**config.mk**
```make
export PLATFORM = sky130hd
export DESIGN_NAME = dfi_cmd_sched_flat
export DESIGN_NICKNAME = d
export VERILOG_FILES = /design/src/rtl/ddr2_cmd_pkg.sv /design/src/rtl/dfi_cmd_sched_if.sv /design/src/rtl/ddr2_refresh_timer.sv /design/src/rtl/dfi_cmd_sched.sv /design/src/flat_wrapper.sv
export SDC_FILE = /design/constraint.sdc
export NUM_CORES = 1
export LEC_CHECK = 0
export BUFFER_PORTS_ARGS = -buffer_cell sky130_fd_sc_hd__buf_2
export CORE_MARGIN = 5
export CORE_UTILIZATION = 52
export CTS_BUF_LIST = sky130_fd_sc_hd__clkbuf_8
export CTS_CLUSTER_DIAMETER = 100
export CTS_CLUSTER_SIZE = 20
export DETAILED_ROUTE_END_ITERATION = 10
export GPL_TIMING_DRIVEN = 0
export PLACE_DENSITY = 0.78
export RECOVER_POWER = 100
export SETUP_SLACK_MARGIN = 0.2
export SLEW_MARGIN = 20
export SYNTH_ARGS = -nofsm -noshare
export SYNTH_HDL_FRONTEND = slang
export SYNTH_HIERARCHICAL = 1
export SYNTH_SLANG_ARGS = --single-unit
export TNS_END_PERCENT = 100
```
**constraint.sdc**
```tcl
create_clock -name clk -period 6.35 [get_ports clk]
set_input_delay 0.635 -clock clk [delete_from_list [all_inputs] [get_ports clk]]
set_output_delay 0.635 -clock clk [all_outputs]
set_load 0.03 [all_outputs]
```
**src/rtl/ddr2_cmd_pkg.sv**
```systemverilog
`default_nettype none
// ---------------------------------------------------------------------------
// ddr2_cmd_pkg - DDR2 command set, scheduler states, widths and timing. Rev 1.0
// ---------------------------------------------------------------------------
`ifndef DRAM_CS_WIDTH
`define DRAM_CS_WIDTH 2
`endif
`ifndef DRAM_BA_WIDTH
`define DRAM_BA_WIDTH 3
`endif
`ifndef DRAM_ADDR_WIDTH
`define DRAM_ADDR_WIDTH 14
`endif

package ddr2_cmd_pkg;

  localparam int DRAM_CS_W   = `DRAM_CS_WIDTH;
  localparam int DRAM_BA_W   = `DRAM_BA_WIDTH;
  localparam int DRAM_ADDR_W = `DRAM_ADDR_WIDTH;
  localparam int A10         = 10;

  localparam int T_REFI_DEF       = 3120;
  localparam int T_RP_DEF         = 5;
  localparam int T_RFC_DEF        = 51;
  localparam int MAX_POSTPONE_DEF = 8;

  typedef enum logic [2:0] {
    CMD_NOP  = 3'd0,
    CMD_ACT  = 3'd1,
    CMD_RD   = 3'd2,
    CMD_WR   = 3'd3,
    CMD_PRE  = 3'd4,
    CMD_PREA = 3'd5,
    CMD_REF  = 3'd6,
    CMD_MRS  = 3'd7
  } cmd_t;

  typedef enum logic [1:0] {
    ST_IDLE     = 2'd0,
    ST_RP_WAIT  = 2'd1,
    ST_RFC_WAIT = 2'd2
  } sched_state_t;

  // Returns {ras_n, cas_n, we_n}; PRE and PREA differ only in A10.
  function automatic logic [2:0] cmd_encode(input cmd_t cmd);
    logic [2:0] rcw;
    case (cmd)
      CMD_ACT:  rcw = 3'b011;
      CMD_RD:   rcw = 3'b101;
      CMD_WR:   rcw = 3'b100;
      CMD_PRE:  rcw = 3'b010;
      CMD_PREA: rcw = 3'b010;
      CMD_REF:  rcw = 3'b001;
      CMD_MRS:  rcw = 3'b000;
      default:  rcw = 3'b111;
    endcase
    return rcw;
  endfunction

endpackage
`default_nettype wire

```
**src/rtl/dfi_cmd_sched_if.sv**
```systemverilog
`default_nettype none
// ---------------------------------------------------------------------------
// dfi_cmd_sched_if - requester handshake and DFI control bus bundle. Rev 1.0
// ---------------------------------------------------------------------------
interface dfi_cmd_sched_if;
  import ddr2_cmd_pkg::*;

  logic                   req_valid;
  logic                   req_ready;
  cmd_t                   req_cmd;
  logic [DRAM_CS_W-1:0]   req_cs;
  logic [DRAM_BA_W-1:0]   req_ba;
  logic [DRAM_ADDR_W-1:0] req_addr;
  logic                   req_odt;

  logic                   dfi_cke;
  logic [DRAM_CS_W-1:0]   dfi_cs_n;
  logic                   dfi_ras_n;
  logic                   dfi_cas_n;
  logic                   dfi_we_n;
  logic [DRAM_BA_W-1:0]   dfi_ba;
  logic [DRAM_ADDR_W-1:0] dfi_addr;
  logic                   dfi_odt;

  modport master (
    output req_valid, req_cmd, req_cs, req_ba, req_addr, req_odt,
    input  req_ready,
    input  dfi_cke, dfi_cs_n, dfi_ras_n, dfi_cas_n, dfi_we_n, dfi_ba, dfi_addr, dfi_odt
  );

  modport slave (
    input  req_valid, req_cmd, req_cs, req_ba, req_addr, req_odt,
    output req_ready,
    output dfi_cke, dfi_cs_n, dfi_ras_n, dfi_cas_n, dfi_we_n, dfi_ba, dfi_addr, dfi_odt
  );

endinterface
`default_nettype wire

```
**src/rtl/ddr2_refresh_timer.sv**
```systemverilog
`default_nettype none
// ---------------------------------------------------------------------------
// ddr2_refresh_timer - tREFI tick generator and postponed-refresh counter. Rev 1.0
// ---------------------------------------------------------------------------
module ddr2_refresh_timer
  import ddr2_cmd_pkg::*;
#(
  parameter int T_REFI       = T_REFI_DEF,
  parameter int MAX_POSTPONE = MAX_POSTPONE_DEF
) (
  input  logic       clk,
  input  logic       rst,
  input  logic       init_done_i,
  input  logic       ref_issue_i,
  output logic [3:0] ref_pending_o,
  output logic       ref_overflow_o
);

  localparam int REFI_W = (T_REFI > 1) ? $clog2(T_REFI) : 1;

  logic [REFI_W-1:0] refi_cnt_q, refi_cnt_d;
  logic [3:0]        pending_q, pending_d;
  logic              overflow_q, overflow_d;
  logic              tick;

  always_comb begin
    tick       = 1'b0;
    refi_cnt_d = '0;
    if (init_done_i) begin
      if (refi_cnt_q == REFI_W'(T_REFI - 1)) begin
        tick = 1'b1;
      end else begin
        refi_cnt_d = refi_cnt_q + 1'b1;
      end
    end
  end

  // A tick coinciding with a REF cancels out, so it can never overflow.
  always_comb begin
    pending_d  = pending_q;
    overflow_d = overflow_q;
    if (tick && !ref_issue_i) begin
      if (pending_q == 4'(MAX_POSTPONE)) begin
        overflow_d = 1'b1;
      end else begin
        pending_d = pending_q + 4'd1;
      end
    end else if (!tick && ref_issue_i) begin
      pending_d = pending_q - 4'd1;
    end
  end

  always_ff @(posedge clk or posedge rst) begin
    if (rst) begin
      refi_cnt_q <= '0;
      pending_q  <= '0;
      overflow_q <= 1'b0;
    end else begin
      refi_cnt_q <= refi_cnt_d;
      pending_q  <= pending_d;
      overflow_q <= overflow_d;
    end
  end

  assign ref_pending_o  = pending_q;
  assign ref_overflow_o = overflow_q;

endmodule
`default_nettype wire

```
**src/rtl/dfi_cmd_sched.sv**
```systemverilog
`default_nettype none
// ---------------------------------------------------------------------------
// dfi_cmd_sched - arbitrates requester commands against refresh onto DFI. Rev 1.0
// ---------------------------------------------------------------------------
module dfi_cmd_sched
  import ddr2_cmd_pkg::*;
#(
  parameter int T_REFI       = T_REFI_DEF,
  parameter int T_RP         = T_RP_DEF,
  parameter int T_RFC        = T_RFC_DEF,
  parameter int MAX_POSTPONE = MAX_POSTPONE_DEF
) (
  input  logic            clk,
  input  logic            rst,
  input  logic            init_done_i,
  input  logic            init_cke_i,
  dfi_cmd_sched_if.slave  bus,
  output logic            ref_busy_o,
  output logic [3:0]      ref_pending_o,
  output logic            ref_overflow_o
);

  localparam int WAIT_MAX = (T_RP > T_RFC) ? T_RP : T_RFC;
  localparam int WAIT_W   = $clog2(WAIT_MAX + 1);

  sched_state_t           state_q, state_d;
  logic [WAIT_W-1:0]      wait_q, wait_d;
  logic                   cke_q;
  logic [DRAM_CS_W-1:0]   cs_n_q, cs_n_d;
  logic [2:0]             rcw_q, rcw_d;
  logic [DRAM_BA_W-1:0]   ba_q, ba_d;
  logic [DRAM_ADDR_W-1:0] addr_q, addr_d;
  logic                   odt_q, odt_d;
  logic                   ref_issue;
  logic                   req_ready;
  logic [3:0]             pending;

  ddr2_refresh_timer #(
    .T_REFI       (T_REFI),
    .MAX_POSTPONE (MAX_POSTPONE)
  ) u_refresh_timer (
    .clk            (clk),
    .rst            (rst),
    .init_done_i    (init_done_i),
    .ref_issue_i    (ref_issue),
    .ref_pending_o  (pending),
    .ref_overflow_o (ref_overflow_o)
  );

  assign req_ready = (state_q == ST_IDLE) && (pending < 4'(MAX_POSTPONE));

  always_comb begin
    state_d   = state_q;
    wait_d    = wait_q;
    ref_issue = 1'b0;
    cs_n_d    = '1;
    rcw_d     = 3'b111;
    ba_d      = ba_q;
    addr_d    = addr_q;
    odt_d     = 1'b0;
    case (state_q)
      ST_IDLE: begin
        if (bus.req_valid && req_ready) begin
          cs_n_d = ~bus.req_cs;
          rcw_d  = cmd_encode(bus.req_cmd);
          ba_d   = bus.req_ba;
          addr_d = bus.req_addr;
          odt_d  = bus.req_odt;
          if (bus.req_cmd == CMD_PRE) begin
            addr_d[A10] = 1'b0;
          end else if (bus.req_cmd == CMD_PREA) begin
            addr_d[A10] = 1'b1;
          end
        end else if (pending != 4'd0) begin
          cs_n_d      = '0;
          rcw_d       = cmd_encode(CMD_PREA);
          ba_d        = '0;
          addr_d      = '0;
          addr_d[A10] = 1'b1;
          wait_d      = WAIT_W'(T_RP - 1);
          state_d     = ST_RP_WAIT;
        end
      end
      ST_RP_WAIT: begin
        if (wait_q == '0) begin
          cs_n_d    = '0;
          rcw_d     = cmd_encode(CMD_REF);
          ref_issue = 1'b1;
          wait_d    = WAIT_W'(T_RFC - 1);
          state_d   = ST_RFC_WAIT;
        end else begin
          wait_d = wait_q - 1'b1;
        end
      end
      ST_RFC_WAIT: begin
        // Leave one count early: the IDLE decision cycle is the last tRFC cycle.
        if (wait_q <= WAIT_W'(1)) begin
          wait_d  = '0;
          state_d = ST_IDLE;
        end else begin
          wait_d = wait_q - 1'b1;
        end
      end
      default: begin
        state_d = ST_IDLE;
        wait_d  = '0;
      end
    endcase
  end

  always_ff @(posedge clk or posedge rst) begin
    if (rst) begin
      state_q <= ST_IDLE;
      wait_q  <= '0;
      cke_q   <= 1'b0;
      cs_n_q  <= '1;
      rcw_q   <= 3'b111;
      ba_q    <= '0;
      addr_q  <= '0;
      odt_q   <= 1'b0;
    end else begin
      state_q <= state_d;
      wait_q  <= wait_d;
      cke_q   <= init_cke_i;
      cs_n_q  <= cs_n_d;
      rcw_q   <= rcw_d;
      ba_q    <= ba_d;
      addr_q  <= addr_d;
      odt_q   <= odt_d;
    end
  end

  assign bus.req_ready = req_ready;
  assign bus.dfi_cke   = cke_q;
  assign bus.dfi_cs_n  = cs_n_q;
  assign bus.dfi_ras_n = rcw_q[2];
  assign bus.dfi_cas_n = rcw_q[1];
  assign bus.dfi_we_n  = rcw_q[0];
  assign bus.dfi_ba    = ba_q;
  assign bus.dfi_addr  = addr_q;
  assign bus.dfi_odt   = odt_q;

  assign ref_busy_o    = (state_q != ST_IDLE);
  assign ref_pending_o = pending;

endmodule
`default_nettype wire

```
**src/flat_wrapper.sv**
```systemverilog
// flat-port wrapper written by rule: the top's interface ports become plain ports
module dfi_cmd_sched_flat import ddr2_cmd_pkg::*;
#(
  parameter int T_REFI       = T_REFI_DEF,
  parameter int T_RP         = T_RP_DEF,
  parameter int T_RFC        = T_RFC_DEF,
  parameter int MAX_POSTPONE = MAX_POSTPONE_DEF
)
  (clk, rst, init_done_i, init_cke_i, ref_busy_o, ref_pending_o, ref_overflow_o, bus_req_valid, bus_req_cmd, bus_req_cs, bus_req_ba, bus_req_addr, bus_req_odt, bus_req_ready, bus_dfi_cke, bus_dfi_cs_n, bus_dfi_ras_n, bus_dfi_cas_n, bus_dfi_we_n, bus_dfi_ba, bus_dfi_addr, bus_dfi_odt);
  dfi_cmd_sched_if bus_i ();
  input  logic clk;
  input  logic rst;
  input  logic init_done_i;
  input  logic init_cke_i;
  output logic ref_busy_o;
  output logic [3:0] ref_pending_o;
  output logic ref_overflow_o;
  input wire logic [$bits(bus_i.req_valid)-1:0] bus_req_valid;
  input wire logic [$bits(bus_i.req_cmd)-1:0] bus_req_cmd;
  input wire logic [$bits(bus_i.req_cs)-1:0] bus_req_cs;
  input wire logic [$bits(bus_i.req_ba)-1:0] bus_req_ba;
  input wire logic [$bits(bus_i.req_addr)-1:0] bus_req_addr;
  input wire logic [$bits(bus_i.req_odt)-1:0] bus_req_odt;
  output wire logic [$bits(bus_i.req_ready)-1:0] bus_req_ready;
  output wire logic [$bits(bus_i.dfi_cke)-1:0] bus_dfi_cke;
  output wire logic [$bits(bus_i.dfi_cs_n)-1:0] bus_dfi_cs_n;
  output wire logic [$bits(bus_i.dfi_ras_n)-1:0] bus_dfi_ras_n;
  output wire logic [$bits(bus_i.dfi_cas_n)-1:0] bus_dfi_cas_n;
  output wire logic [$bits(bus_i.dfi_we_n)-1:0] bus_dfi_we_n;
  output wire logic [$bits(bus_i.dfi_ba)-1:0] bus_dfi_ba;
  output wire logic [$bits(bus_i.dfi_addr)-1:0] bus_dfi_addr;
  output wire logic [$bits(bus_i.dfi_odt)-1:0] bus_dfi_odt;
  assign bus_i.req_valid = bus_req_valid;
  assign bus_i.req_cmd = bus_req_cmd;
  assign bus_i.req_cs = bus_req_cs;
  assign bus_i.req_ba = bus_req_ba;
  assign bus_i.req_addr = bus_req_addr;
  assign bus_i.req_odt = bus_req_odt;
  assign bus_req_ready = bus_i.req_ready;
  assign bus_dfi_cke = bus_i.dfi_cke;
  assign bus_dfi_cs_n = bus_i.dfi_cs_n;
  assign bus_dfi_ras_n = bus_i.dfi_ras_n;
  assign bus_dfi_cas_n = bus_i.dfi_cas_n;
  assign bus_dfi_we_n = bus_i.dfi_we_n;
  assign bus_dfi_ba = bus_i.dfi_ba;
  assign bus_dfi_addr = bus_i.dfi_addr;
  assign bus_dfi_odt = bus_i.dfi_odt;
  dfi_cmd_sched #(.T_REFI(T_REFI), .T_RP(T_RP), .T_RFC(T_RFC), .MAX_POSTPONE(MAX_POSTPONE)) u_core (.clk(clk), .rst(rst), .init_done_i(init_done_i), .init_cke_i(init_cke_i), .bus(bus_i), .ref_busy_o(ref_busy_o), .ref_pending_o(ref_pending_o), .ref_overflow_o(ref_overflow_o));
endmodule
```
== Yosys cells after proc, flatten, opt, wreduce, memory -nomap -nowiden ==
Cells that the tools add are included.

* Add/subtract/negate cells: 4
* $lt $le $gt $ge: 2
* Eq/ne operators: 16
* Muxes and demuxes: 36
* Bitwise logic cells: 1
* Reduce and logical (&&, ||, !) cells: 18

{| class="wikitable"
|+ Operators by type and width
! operator !! count
|-
| 2-to-1 mux 14 bit || 2
|-
| 2-to-1 mux 12 bit || 2
|-
| 2-to-1 mux 6 bit || 4
|-
| case mux 3 bit (6 select lines) || 1
|-
| case mux 6 bit (3 select lines) || 1
|-
| 2-to-1 mux 3 bit || 5
|-
| 2-to-1 mux 2 bit || 7
|-
| adder 12 x 1 -> 12 bit (second input constant) || 1
|-
| == test 12 bit (second input constant) || 1
|-
| == test 3 bit (second input constant) || 4
|-
| 2-to-1 mux 4 bit || 3
|-
| 2-to-1 mux 1 bit || 8
|-
| AND reduction 2 bit || 4
|-
| == test 3 x 2 -> 1 bit (second input constant) || 2
|-
| less-or-equal comparator 6 x 1 -> 1 bit (second input constant) || 1
|-
| logical NOT 6 bit || 1
|-
| inequality test 2 bit (second input constant) || 3
|-
| case mux 2 bit (3 select lines) || 1
|-
| case mux 3 bit (2 select lines) || 1
|-
| nonzero test 2 bit || 3
|-
| subtractor 6 x 1 -> 6 bit (second input constant) || 1
|-
| adder 4 x 1 -> 4 bit (second input constant) || 1
|-
| == test 4 bit (second input constant) || 1
|-
| logical AND 1 bit || 4
|-
| other kinds (13) || 15
|}

* Flip-flop bits (word level): 49
* Input port bits: 28
* Output and inout bits: 31

== Logic depth before layout (Yosys ltp) ==
Gate-level depths: netlist of the first run.

* Word-level depth: 7
* Gate-level depth with buffers: 14
* Depth with buffers taken out: 13

== By module ==
The synthesis of the first run kept the hierarchy.

{| class="wikitable"
|+ By module, submodules not included
! module !! times used !! cells an instance !! area an instance (sq um) !! sequential area each (sq um)
|-
| dfi_cmd_sched || 1 || 126 || 1446.4 || 807.0
|-
| ddr2_refresh_timer || 1 || 81 || 912.1 || 425.4
|}

== Worst setup path after synthesis of the first run ==
OpenSTA, ideal clock, no wires.

* Kind: register -> register
* Start: reg u_core.wait_q[4]
* End: reg u_core.u_refresh_timer.pending_q[3], in the netlist u_core/u_refresh_timer/ref_pending_o[3]
* Setup time: 0.139 ns
* Arrival: 2.651 ns
* Path slack: 3.560 ns
* Stages on the path, launching flop included: 13
* Path buffers: 1
* Cells stage by stage: dfrtp_1 -> or3_1 -> or3_1 -> buf_6 -> nor2_1 -> nor2b_1 -> nand4_1 -> ha_1 -> a21o_1 -> a21oi_1 -> xor2_1 -> nor2_1 -> xor2_1

* Word-level cells in the longest chain between the ends: 7

{| class="wikitable"
|+ Ends and longest elaborated chain
! what !! line !! text
|-
| start: declaration || dfi_cmd_sched.sv:27 || <nowiki>logic [WAIT_W-1:0] wait_q, wait_d;</nowiki>
|-
| start signal: assignment || dfi_cmd_sched.sv:123 || <nowiki>wait_q <= wait_d;</nowiki>
|-
| logical NOT 6 bit (*) || dfi_cmd_sched.sv:85 || <nowiki>if (wait_q == '0) begin</nowiki>
|-
| 2-to-1 mux 1 bit (*) || dfi_cmd_sched.sv:85 ||
|-
| 2-to-1 mux 1 bit (*) || dfi_cmd_sched.sv:61 || <nowiki>case (state_q)</nowiki>
|-
| net u_core.ref_issue || dfi_cmd_sched.sv:34 || <nowiki>logic ref_issue;</nowiki>
|-
| logical NOT 1 bit || ddr2_refresh_timer.sv:42 || <nowiki>if (tick && !ref_issue_i) begin</nowiki>
|-
| logical AND 1 bit || ddr2_refresh_timer.sv:42 ||
|-
| inequality test 2 bit (no source line) / nonzero test 2 bit (equally long branches) || - ||
|-
| AND reduction 2 bit (no source line) || - ||
|-
| end signal: assignment || ddr2_refresh_timer.sv:60 || <nowiki>pending_q <= pending_d;</nowiki>
|-
| end: declaration || ddr2_refresh_timer.sv:22 || <nowiki>logic [3:0] pending_q, pending_d;</nowiki>
|}

The timed path passes the listed nets; every way through them passes the cells marked *.
A chain may end at the register's enable or synchronous reset.

== Final worst setup path of the first run ==
* Start: reg u_core.wait_q[0]
* End: reg u_core.u_refresh_timer.pending_q[3], in the netlist u_core/u_refresh_timer/ref_pending_o[3]

The elaborated chain is that of the path after synthesis.

==> reports/metrics.cfg, run 1 <==
[outcome]
status=complete, no violations

[global_route]
grtUsageMet2_pct=27.9
grt_max_degree=33
overflow=0
grt_pass1_wl_um=8590
top_usage_layer=met2
use_met1_pct=23.4
antenna_found_initial=0
grt_usage_pct=17.5
grt_util_met3_pct=4.86
grt_pass1_vias=1814

[die]
ios=59
initial_core_util_pct=53.8
die_w_um=77.3
row_count=24
die_h_um=77.3
dieArea_sq_um=5980
core_sq_um=4380

[clocking]
post-cts-setup-buffers=0
h-tree-depth=2
cts_buffers=5
hold_buffers=0
clock_latency_ps=300
cts.clk_slew.worst_paths_ps=100
cts_buffer_depth=2
cts_tree=built
clock_tree.root_cell=clkbuf_8
cts_resized=0
cts.sinks=49

[yosys]
synthArstFlopShare_pct=100
syn_nets=241
syn_inst=207
ys_ff_latch=49
synth_edf_count=0
syn_area_per_cell_sq_um=11.4
yosysUniqueCellTypes=58
syn_area_sq_um=2360
synthFlopType=dfrtp_1
ys_warn_count=6
synth-seq-area-share_pct=52.3

[timing]
max_freq_ghz=0.316
hold_viol_final=0
maxSlewHeadroom_pct=20.5
tightestPinTransition_ps=1190
rsz0062_at_grt=false
skew_ps=9.29
setup_ws_ps=3180
period_needed_ps=3170
slew_violations=0
setup_viol=0
fin_crit_sh_pct=49.9
fin_tns_setup_ps=0

[worst_setup_path]
worstPathArrival_ps=3350
path_class=flip-flop to flip-flop
r2r_end=u_core/u_refresh_timer/ref_pending_o[3]$_DFFE_PP0P_
rr_startpoint=u_core/wait_q[0]$_DFFE_PP0P_
rr_worst_depth=14
critPathLaunchType=flip-flop
cp_max_fo=8
crit_path_end_kind=flip-flop
required_ps=6530
regToRegSetupSlack_ps=3180

[finish]
finalNetCount=306
final_area_sq_um=2710
area_delta_synth_final_pct=15.0
nFillCells=389
layout_common_cells=44 x dfrtp_1, 37 x clkbuf_1, 27 x buf_2, 21 x nor2_1, 17 x a22o_1
diodes=0
final_common_cell=dfrtp_1
register_area_sq_um=1230
drive_gt1_share_pct=19.0
multi_input_area_sq_um=1010

[placement]
io_buffers=58
pre_cts_ws_ps=3230
hpwlAfterDp_um=3760
placed_area_sq_um=2710
gp_congestion=0.827

[power_and_ir_drop]
total_power_w=0.000593
p_per_area_nw_per_um2=219
ir_worst_vdd_v=0.000129
p_leak_nw=1.30

[detailed_routing]
drc=0
drtPass1Iterations=4
routed_wl_um=5030
drt-initial-drc-count=108
viasPerCell=5.64
wire_per_inst_um=15.5
vias=1832
postRouteAntennaNets=0

[worst_hold_path]
hold_class=input port to asynchronous set/reset pin

[flow_run]
drv_cap=0

-- power breakdown --
part           switching (W)   total, W  internal [W]
registers         0.00000707   0.000334      0.000327
logic              0.0000508  0.0000729     0.0000221
clock network       0.000107   0.000186     0.0000796
-- metal layers --
layer / wire (um) / vias to the layer above
met5: 0 / -
li1: - / 877
met4: 56 / 0
met2: 2370 / 62
met1: 2280 / 888
met3: 320 / 5
-- synthesized netlist by cell type, drive strengths merged, types with 3 or more instances --
cell type,instances,area [sq um]
o21ai,9,60.1
and3,9,57.6
ha,5,62.6
xnor2,7,61.3
or3,3,18.8
a31oi,3,18.8
inv,10,37.5
nor2,21,86.3
nand3,3,15.0
clkbuf,3,12.5
dfstp,5,131
xor2,8,70.1
dfrtp,44,1100
nand4,4,31.3
a22o,18,159
nor2b,3,18.8
buf,3,23.8
a21oi,7,38.8
nand2,11,41.3
-- critical path, stage by stage (launching register included) --
cell      delay [ps]
dfrtp_1          450
inv_1             80
ha_1             220
inv_1             90
or3_1            340
clkbuf_1         200
nor2_1           330
nor2b_1          120
nand4_1          200
ha_1             280
a21o_1           180
a21oi_1          170
xor2_1           160
nor2_1            70
xor2_1           150
-- area by class of cell --
| cell class | count | share of cell area [%] |
|---|---|---|
| clock inverter | 3 | 0.923 |
| clock buffer | 5 | 2.54 |
| buffer | 6 | 0.830 |
| tap | 52 | 2.40 |
| timing repair buffer | 58 | 9.27 |
| inverter | 10 | 1.38 |
| sequential | 49 | 45.4 |
| multi-input combinational | 142 | 37.2 |
-- cell families after synthesis --
group	count (synthesis)	synth area share (%)
flip-flops	49	52.3
AND/OR/NAND/NOR	67	16.8
adder cells (fa/ha/maj)	6	3.50
XOR/XNOR	15	5.57
multiplexers	3	2.02
AO/OA/AOI/OAI	51	16.8
buffers and inverters	16	3.13
-- through the flow --
step	hold slack [ps]	utilization [%]	std cells
floorplan	447	-	207
finish	397	61.9	325
global placement	462	61.9	317
CTS	426	64.0	325
detailed placement	468	61.9	317
global route	414	61.9	325
-- worst max-delay path by stage --
stage                                 startpoint  slack, ps                                             endpoint  cells past startpoint
floorplan           u_core/wait_q[4]$_DFFE_PP0P_       3560  u_core/u_refresh_timer/ref_pending_o[3]$_DFFE_PP0P_                     12
global placement    u_core/wait_q[0]$_DFFE_PP0P_       3290  u_core/u_refresh_timer/ref_pending_o[3]$_DFFE_PP0P_                     14
detailed placement  u_core/wait_q[0]$_DFFE_PP0P_       3230  u_core/u_refresh_timer/ref_pending_o[3]$_DFFE_PP0P_                     14
CTS                 u_core/wait_q[0]$_DFFE_PP0P_       3220  u_core/u_refresh_timer/ref_pending_o[3]$_DFFE_PP0P_                     14
global route        u_core/wait_q[0]$_DFFE_PP0P_       2940  u_core/u_refresh_timer/ref_pending_o[3]$_DFFE_PP0P_                     14
finish              u_core/wait_q[0]$_DFFE_PP0P_       3180  u_core/u_refresh_timer/ref_pending_o[3]$_DFFE_PP0P_                     14
-- state kept, by name, indices dropped and copies added, names as in the netlist --
register / count
u_core/bus.dfi_addr: 14
u_core/u_refresh_timer/refi_cnt_q: 12
u_core/wait_q: 6
u_core/u_refresh_timer/ref_pending_o: 4
u_core/bus.dfi_ba: 3
u_core/rcw_q: 3
u_core/bus.dfi_cs_n: 2
u_core/state_q: 2
u_core/bus.dfi_cke: 1
u_core/bus.dfi_odt: 1
u_core/u_refresh_timer/ref_overflow_o: 1
Note: power is estimated with default switching activity, not from simulation.
==> run 2, diff against run 1 <==
--- a/config.mk
+++ b/config.mk
@@ -5,6 +5,7 @@
 export SDC_FILE = /design/constraint.sdc
 export NUM_CORES = 1
 export LEC_CHECK = 0
+export ABC_AREA = 1
 export BUFFER_PORTS_ARGS = -buffer_cell sky130_fd_sc_hd__buf_2
 export CORE_MARGIN = 5
 export CORE_UTILIZATION = 52
==> constraint.sdc (replaced) <==
create_clock -name clk -period 3.3 [get_ports clk]
set_input_delay 0.33 -clock clk [delete_from_list [all_inputs] [get_ports clk]]
set_output_delay 0.33 -clock clk [all_outputs]
set_load 0.03 [all_outputs]
==> run 2 against run 1 <==
Against the previous run:
- critical path depth increased by 3
- non-clock buffer count down 1
- power increased by 71%
- synthesized cell count increased by 50%
- routed wire length is 7.5% higher
- die area up 4.8%
- sequential power grew 81%
- via count grew 19%
- design area rose by 5.5%
- synthesized area increased by 5.6%
- fmax increased by 20%
- worst setup slack worse by 2500 ps
- critical path type unchanged
==> reports/metrics.cfg, run 2 <==
[global_route]
antenna_found_initial=0
overflow=0
grt_pass1_vias=2156
grt_usage_pct=18.5
grt_pass1_wl_um=9450
grt_max_degree=33

[worst_setup_path]
rr_worst_depth=17
rr_startpoint=u_core/wait_q[0]$_DFFE_PP0P_
cp_max_fo=6
required_ps=3500
crit_path_end_kind=flip-flop
worstPathArrival_ps=2840
regToRegSetupSlack_ps=670
critPathLaunchType=flip-flop
r2r_end=u_core/u_refresh_timer/ref_pending_o[3]$_DFFE_PP0P_
path_class=flip-flop to flip-flop

[detailed_routing]
vias=2182
drtPass1Iterations=4
wire_per_inst_um=12.5
drt-initial-drc-count=121
routed_wl_um=5400
drc=0
postRouteAntennaNets=0
viasPerCell=5.06

[die]
row_count=25
core_sq_um=4690
dieArea_sq_um=6270
initial_core_util_pct=53.1
ios=59
die_h_um=79.2
die_w_um=79.2

[outcome]
status=complete, no violations

[yosys]
synth-seq-area-share_pct=49.5
ys_ff_latch=49
synth_top_area_share_pct=44.2
synth_edf_count=0
synth.largest_area_cell=dfrtp_1
syn_nets=345
yosysUniqueCellTypes=31
synthArstFlopShare_pct=100
ys_warn_count=6
syn_area_per_cell_sq_um=8.01
syn_inst=311
synthFlopType=dfrtp_1
synth.area.top_cells=dfrtp_1 44%, nand2_1 15%, nand3_1 6.0%
syn_area_sq_um=2490
yosys-top-cells-count=100 x nand2_1, 44 x dfrtp_1, 37 x inv_1, 30 x nand3_1, 22 x nor2_1
synth_most_common_cell=nand2_1

[finish]
diodes=0
register_area_sq_um=1230
stdcell_count=431
largest_register_ffs=14
layout_common_cells=101 x nand2_1, 44 x dfrtp_1, 38 x inv_1, 34 x clkbuf_1, 31 x nand3_1
area_delta_synth_final_pct=14.9
final_common_cell=nand2_1
fin_util_pct=61.0
drive_gt1_share_pct=13.5
multi_input_area_sq_um=1040
finalNetCount=410
nFillCells=431

[timing]
tightestPinTransition_ps=1210
period_needed_ps=2630
maxSlewHeadroom_pct=19.6
fin_tns_setup_ps=0
rsz0062_at_grt=false
setup_viol=0
hold_viol_final=0
slew_violations=0
skew_ps=11.2
fin_crit_sh_pct=79.8
holdWs_ps=110
max_freq_ghz=0.380

[power_and_ir_drop]
seqPwrFrac_pct=59.8
comb_power_share_pct=4.2
p_leak_nw=1.48
ir_worst_vdd_v=0.000275
switchingPower_w=0.000240
power.share.clock_pct=36.0
internal_power_w=0.000774
sw_frac_of_total_pct=23.6
p_per_area_nw_per_um2=354

[placement]
gp_congestion=0.848
io_buffers=58
dp_cells=423
hpwlAfterDp_um=4050

[clocking]
cts_buffers=5
cts_buffer_depth=2
cts.clk_slew.worst_paths_ps=100
h-tree-depth=2
cts.sinks=49
post-cts-setup-buffers=0
hold_buffers=0
clock_latency_ps=310
clock_tree.root_cell=clkbuf_8
cts_resized=0
cts_tree=built

[flow_run]
drv_cap=0

[worst_hold_path]
hold_class=input port to asynchronous set/reset pin

-- run 2: changes by cell type after synthesis, moves of 4 or more --
cell	previous run	this run
nand2_1	11	100
inv_1	9	37
nand3_1	3	30
a22o_1	17	0
and3_1	8	0
nand4_1	3	10
xnor2_1	7	1
nor2_2	0	5
a21oi_1	6	10
-- run 2: worst max path at each step --
stage,from,slack [ps],depth (start not counted),to
2_1_floorplan,u_core/wait_q[0]$_DFFE_PP0P_,1050,17,u_core/u_refresh_timer/ref_pending_o[3]$_DFFE_PP0P_
3_5_place_dp,u_core/wait_q[0]$_DFFE_PP0P_,710,17,u_core/u_refresh_timer/ref_pending_o[3]$_DFFE_PP0P_
6_report,u_core/wait_q[0]$_DFFE_PP0P_,670,17,u_core/u_refresh_timer/ref_pending_o[3]$_DFFE_PP0P_
4_1_cts,u_core/wait_q[0]$_DFFE_PP0P_,690,17,u_core/u_refresh_timer/ref_pending_o[3]$_DFFE_PP0P_
3_3_place_gp,u_core/wait_q[0]$_DFFE_PP0P_,770,17,u_core/u_refresh_timer/ref_pending_o[3]$_DFFE_PP0P_
5_1_grt,u_core/wait_q[0]$_DFFE_PP0P_,350,17,u_core/u_refresh_timer/ref_pending_o[3]$_DFFE_PP0P_
-- run 2: metal layers --
metal	GRT usage (%)	up-vias	share of wire, %
met5	0	-	0
met4	6.53	0	1.2
li1	-	1114	-
met3	3.63	6	5.6
met2	32.4	49	49
met1	22.6	1013	44
-- run 2: kinds of logic after synthesis --
kind of cell	synth area share (%)
buffers and inverters	7.44
xor gates and xnor gates	2.11
and+or+nand+nor	32.8
adders and majority gates	3.32
AOI/OAI and AO/OA	4.87
DFF	49.5
-- run 2: power by group through the flow --
| stage | clock network (W) | registers (W) | logic [W] |
|---|---|---|---|
| after floorplan | 0 | 0.000619 | 0.0000190 |
| after global placement | 0 | 0.000618 | 0.0000437 |
| after detailed placement | 0 | 0.000618 | 0.0000448 |
| after CTS | 0.000380 | 0.000606 | 0.0000451 |
| after global routing | 0.000403 | 0.000607 | 0.0000503 |
| final | 0.000365 | 0.000606 | 0.0000426 |
-- run 2: per-stage QoR --
step | cell area, sq um | power [W] | setup slack (ps)
2_1_floorplan | 2490 | 0.000638 | 1050
3_3_place_gp | 2850 | 0.000661 | 768
3_5_place_dp | 2850 | 0.000663 | 706
4_1_cts | 2940 | 0.00103 | 686
5_1_grt | 2860 | 0.00106 | 351
6_report | 2860 | 0.00101 | 666
-- run 2: worst max-delay path, stage by stage, from the launching register on --
cell     delay (ps)
dfrtp_1         400
inv_1           150
ha_1            300
nand4_1         230
inv_1           200
inv_1           100
nand4_1         180
ha_1            300
nand2_1          80
nand2_1          40
a21oi_1         160
inv_1            60
nand2_1          60
nand2_1          50
inv_1            60
nand2_1          50
nand2_1          80
nand2_1          40
-- run 2: layout make-up --
cell class | count | area share [%]
inverter | 42 | 5.51
multi-input combinational | 215 | 36.2
tap | 54 | 2.36
buffer | 5 | 0.743
clock inverter | 3 | 0.875
timing repair buffer | 58 | 8.79
clock buffer | 5 | 2.40
sequential | 49 | 43.1
==> run 3, diff against run 2 <==
--- a/config.mk
+++ b/config.mk
@@ -8,7 +8,7 @@
 export ABC_AREA = 1
 export BUFFER_PORTS_ARGS = -buffer_cell sky130_fd_sc_hd__buf_2
 export CORE_MARGIN = 5
-export CORE_UTILIZATION = 52
+export CORE_UTILIZATION = 50
 export CTS_BUF_LIST = sky130_fd_sc_hd__clkbuf_8
 export CTS_CLUSTER_DIAMETER = 100
 export CTS_CLUSTER_SIZE = 20
==> constraint.sdc (replaced) <==
create_clock -name clk -period 2.4 [get_ports clk]
set_input_delay 0.24 -clock clk [delete_from_list [all_inputs] [get_ports clk]]
set_output_delay 0.24 -clock clk [all_outputs]
set_load 0.03 [all_outputs]
==> run 3 against run 2 <==
Against the previous run:
- combinational power grew 37%
- flip-flop and latch count is the same
- clock skew shrank 2.2 ps
- clock power grew 67%
- design area grew 7.3%
- first-iteration DRC count grew 64%
- worst setup slack lost 480 ps
- routed wire length grew 9.7%
- core utilization grew 3.1 points
- critical endpoint unchanged
- largest power group unchanged
==> reports/metrics.cfg, run 3 (same netlist as run 2, synthesis figures left out) <==
[timing]
maxSlewHeadroom_pct=18.7
rsz0062_at_grt=true
period_needed_ps=2210
fin_crit_sh_pct=92.1
skew_ps=8.99
hold_viol_final=0
slew_violations=0
max_freq_ghz=0.453
setup_ws_ps=191
tightestPinTransition_ps=1220
setup_viol=0

[placement]
io_buffers=58
pre_cts_ws_ps=-184
hpwlAfterDp_um=4200
gp_congestion=0.847

[power_and_ir_drop]
sw_frac_of_total_pct=20.7
switchingPower_w=0.000311
internal_power_w=0.00119
p_leak_nw=1.57
seqPwrFrac_pct=55.5
total_power_w=0.00150
p_per_area_nw_per_um2=489
comb_power_share_pct=3.9
ir_worst_vdd_v=0.000360
power.share.clock_pct=40.6

[worst_setup_path]
critPathSlowestCell=dfrtp_1
cpMostUsedCell=nand2_1
regToRegSetupSlack_ps=190
crit_path_end_kind=flip-flop
critPathTopFamily=simple AND/OR/NAND/NOR gates
critPathMaxStageDelay_ps=400
required_ps=2600
critPathBufInv=6
path_cells=inv_2 -> ha_4 -> nand4_1 -> inv_2 -> inv_2 -> nand4_1 -> ha_1 -> nand2_1 -> inv_1 -> a21oi_2 -> inv_1 -> nand2_1 -> nand2_1 -> inv_2 -> nand2_2 -> nand2_1 -> nand2_1
worstPathArrival_ps=2410
cp_max_fo=5
path_class=flip-flop to flip-flop
critPathLaunchType=flip-flop

[clocking]
cts.clk_slew.worst_paths_ps=80
cts_buffers=5
cts.sinks=49
clock_tree.root_cell=clkbuf_8
clock_latency_ps=300
cts_tree=built
cts_buffer_depth=2
h-tree-depth=2

[die]
dieArea_sq_um=6490
core_sq_um=4790
initial_core_util_pct=52.0
die_w_um=80.6
ios=59
die_h_um=80.6
row_count=25

[global_route]
grt_pass1_vias=2138
overflow=0
grtUsageMet2_pct=32.6
grt_util_met3_pct=4.82
grt_max_degree=33
grt_pass1_wl_um=9540
grt_usage_pct=18.7
top_usage_layer=met2
use_met1_pct=22.3
antenna_found_initial=0

[detailed_routing]
wire_per_inst_um=12.9
drc=0
drt-initial-drc-count=199
vias=2285
postRouteAntennaNets=0
routed_wl_um=5930
viasPerCell=4.99
drtPass1Iterations=6

[finish]
drive_gt1_share_pct=20.7
layout_common_cells=101 x nand2_1, 43 x dfrtp_1, 34 x clkbuf_1, 32 x inv_1, 31 x nand3_1
largest_register_ffs=14
nFillCells=450
final_common_cell=nand2_1
diodes=0
area_delta_synth_final_pct=23.3
finalNetCount=424

[flow_run]
drv_cap=0

[outcome]
status=complete, no violations

[worst_hold_path]
hold_class=input port to asynchronous set/reset pin

-- run 3: cell types whose count changed in the layout (fill, tap and decap cells not counted), sizes merged --
| cell | previous run | this run |
|---|---|---|
| inv | 41 | 40 |
| bufinv | 0 | 1 |
| clkbuf | 39 | 42 |
| buf | 29 | 41 |
| clkinv | 3 | 2 |
-- run 3: final cells by class --
type	instances	area [sq um]	area share, %
repair buffers	72	353	11.5
multi-input cells	215	1100	35.7
clock inverters	2	37.5	1.22
inverters	42	158	5.14
well taps	67	83.8	2.73
clock buffers	6	82.6	2.69
plain buffers	5	25.0	0.815
flip-flops and latches	49	1230	40.2
-- run 3: timing repair --
action	CTS	global route
pin swaps	3	7
endpoints found under the setup margin	1	3
setup buffers	7	7
gates cloned	0	0
gates resized for setup	7	10
hold buffers	0	0
hold endpoints to repair	0	0
-- run 3: worst paths after layout --
kind / from / endpoint / cells past startpoint
setup / recovery: u_core/wait_q[1]$_DFFE_PP0P_ / u_core/u_refresh_timer/ref_pending_o[3]$_DFFE_PP0P_ / 17
hold / removal: rst / u_core/u_refresh_timer/ref_pending_o[3]$_DFFE_PP0P_ / 2
setup reg to reg: u_core/wait_q[1]$_DFFE_PP0P_ / u_core/u_refresh_timer/ref_pending_o[3]$_DFFE_PP0P_ / 17
hold reg to reg: u_core/u_refresh_timer/refi_cnt_q[0]$_DFF_PP0_ / u_core/u_refresh_timer/refi_cnt_q[0]$_DFF_PP0_ / 1
max in group asynchronous: rst / u_core/wait_q[3]$_DFFE_PP0P_ / 2
min in group clk: init_cke_i / u_core/bus.dfi_cke$_DFF_PP0_ / 1
-- run 3: routing by layer --
layer,part of all wire (%),wire [um]
met5,0,0
met4,1.4,82
met3,5.4,320
met2,52,3060
met1,42,2470
-- run 3: metrics by stage --
stage | util (%) | hold WS, ps | setup TNS, ps | cells | area, sq um
finish | 64.1 | 24.6 | 0 | 458 | 3070
global route | 64.1 | 14.6 | 0 | 458 | 3070
CTS | 63.9 | 32.8 | 0 | 451 | 3060
detailed placement | 60.1 | 350 | -184 | 436 | 2880
global placement | 60.1 | 349 | -82.9 | 436 | 2880
floorplan | - | 166 | 0 | 311 | 2500
-- run 3: power groups by stage --
stage	registers [W]	clock network, W	logic, W
detailed placement	0.000850	0	0.0000615
global placement	0.000849	0	0.0000601
finish	0.000834	0.000609	0.0000585
global route	0.000835	0.000676	0.0000678
CTS	0.000834	0.000624	0.0000618
floorplan	0.000851	0	0.0000262
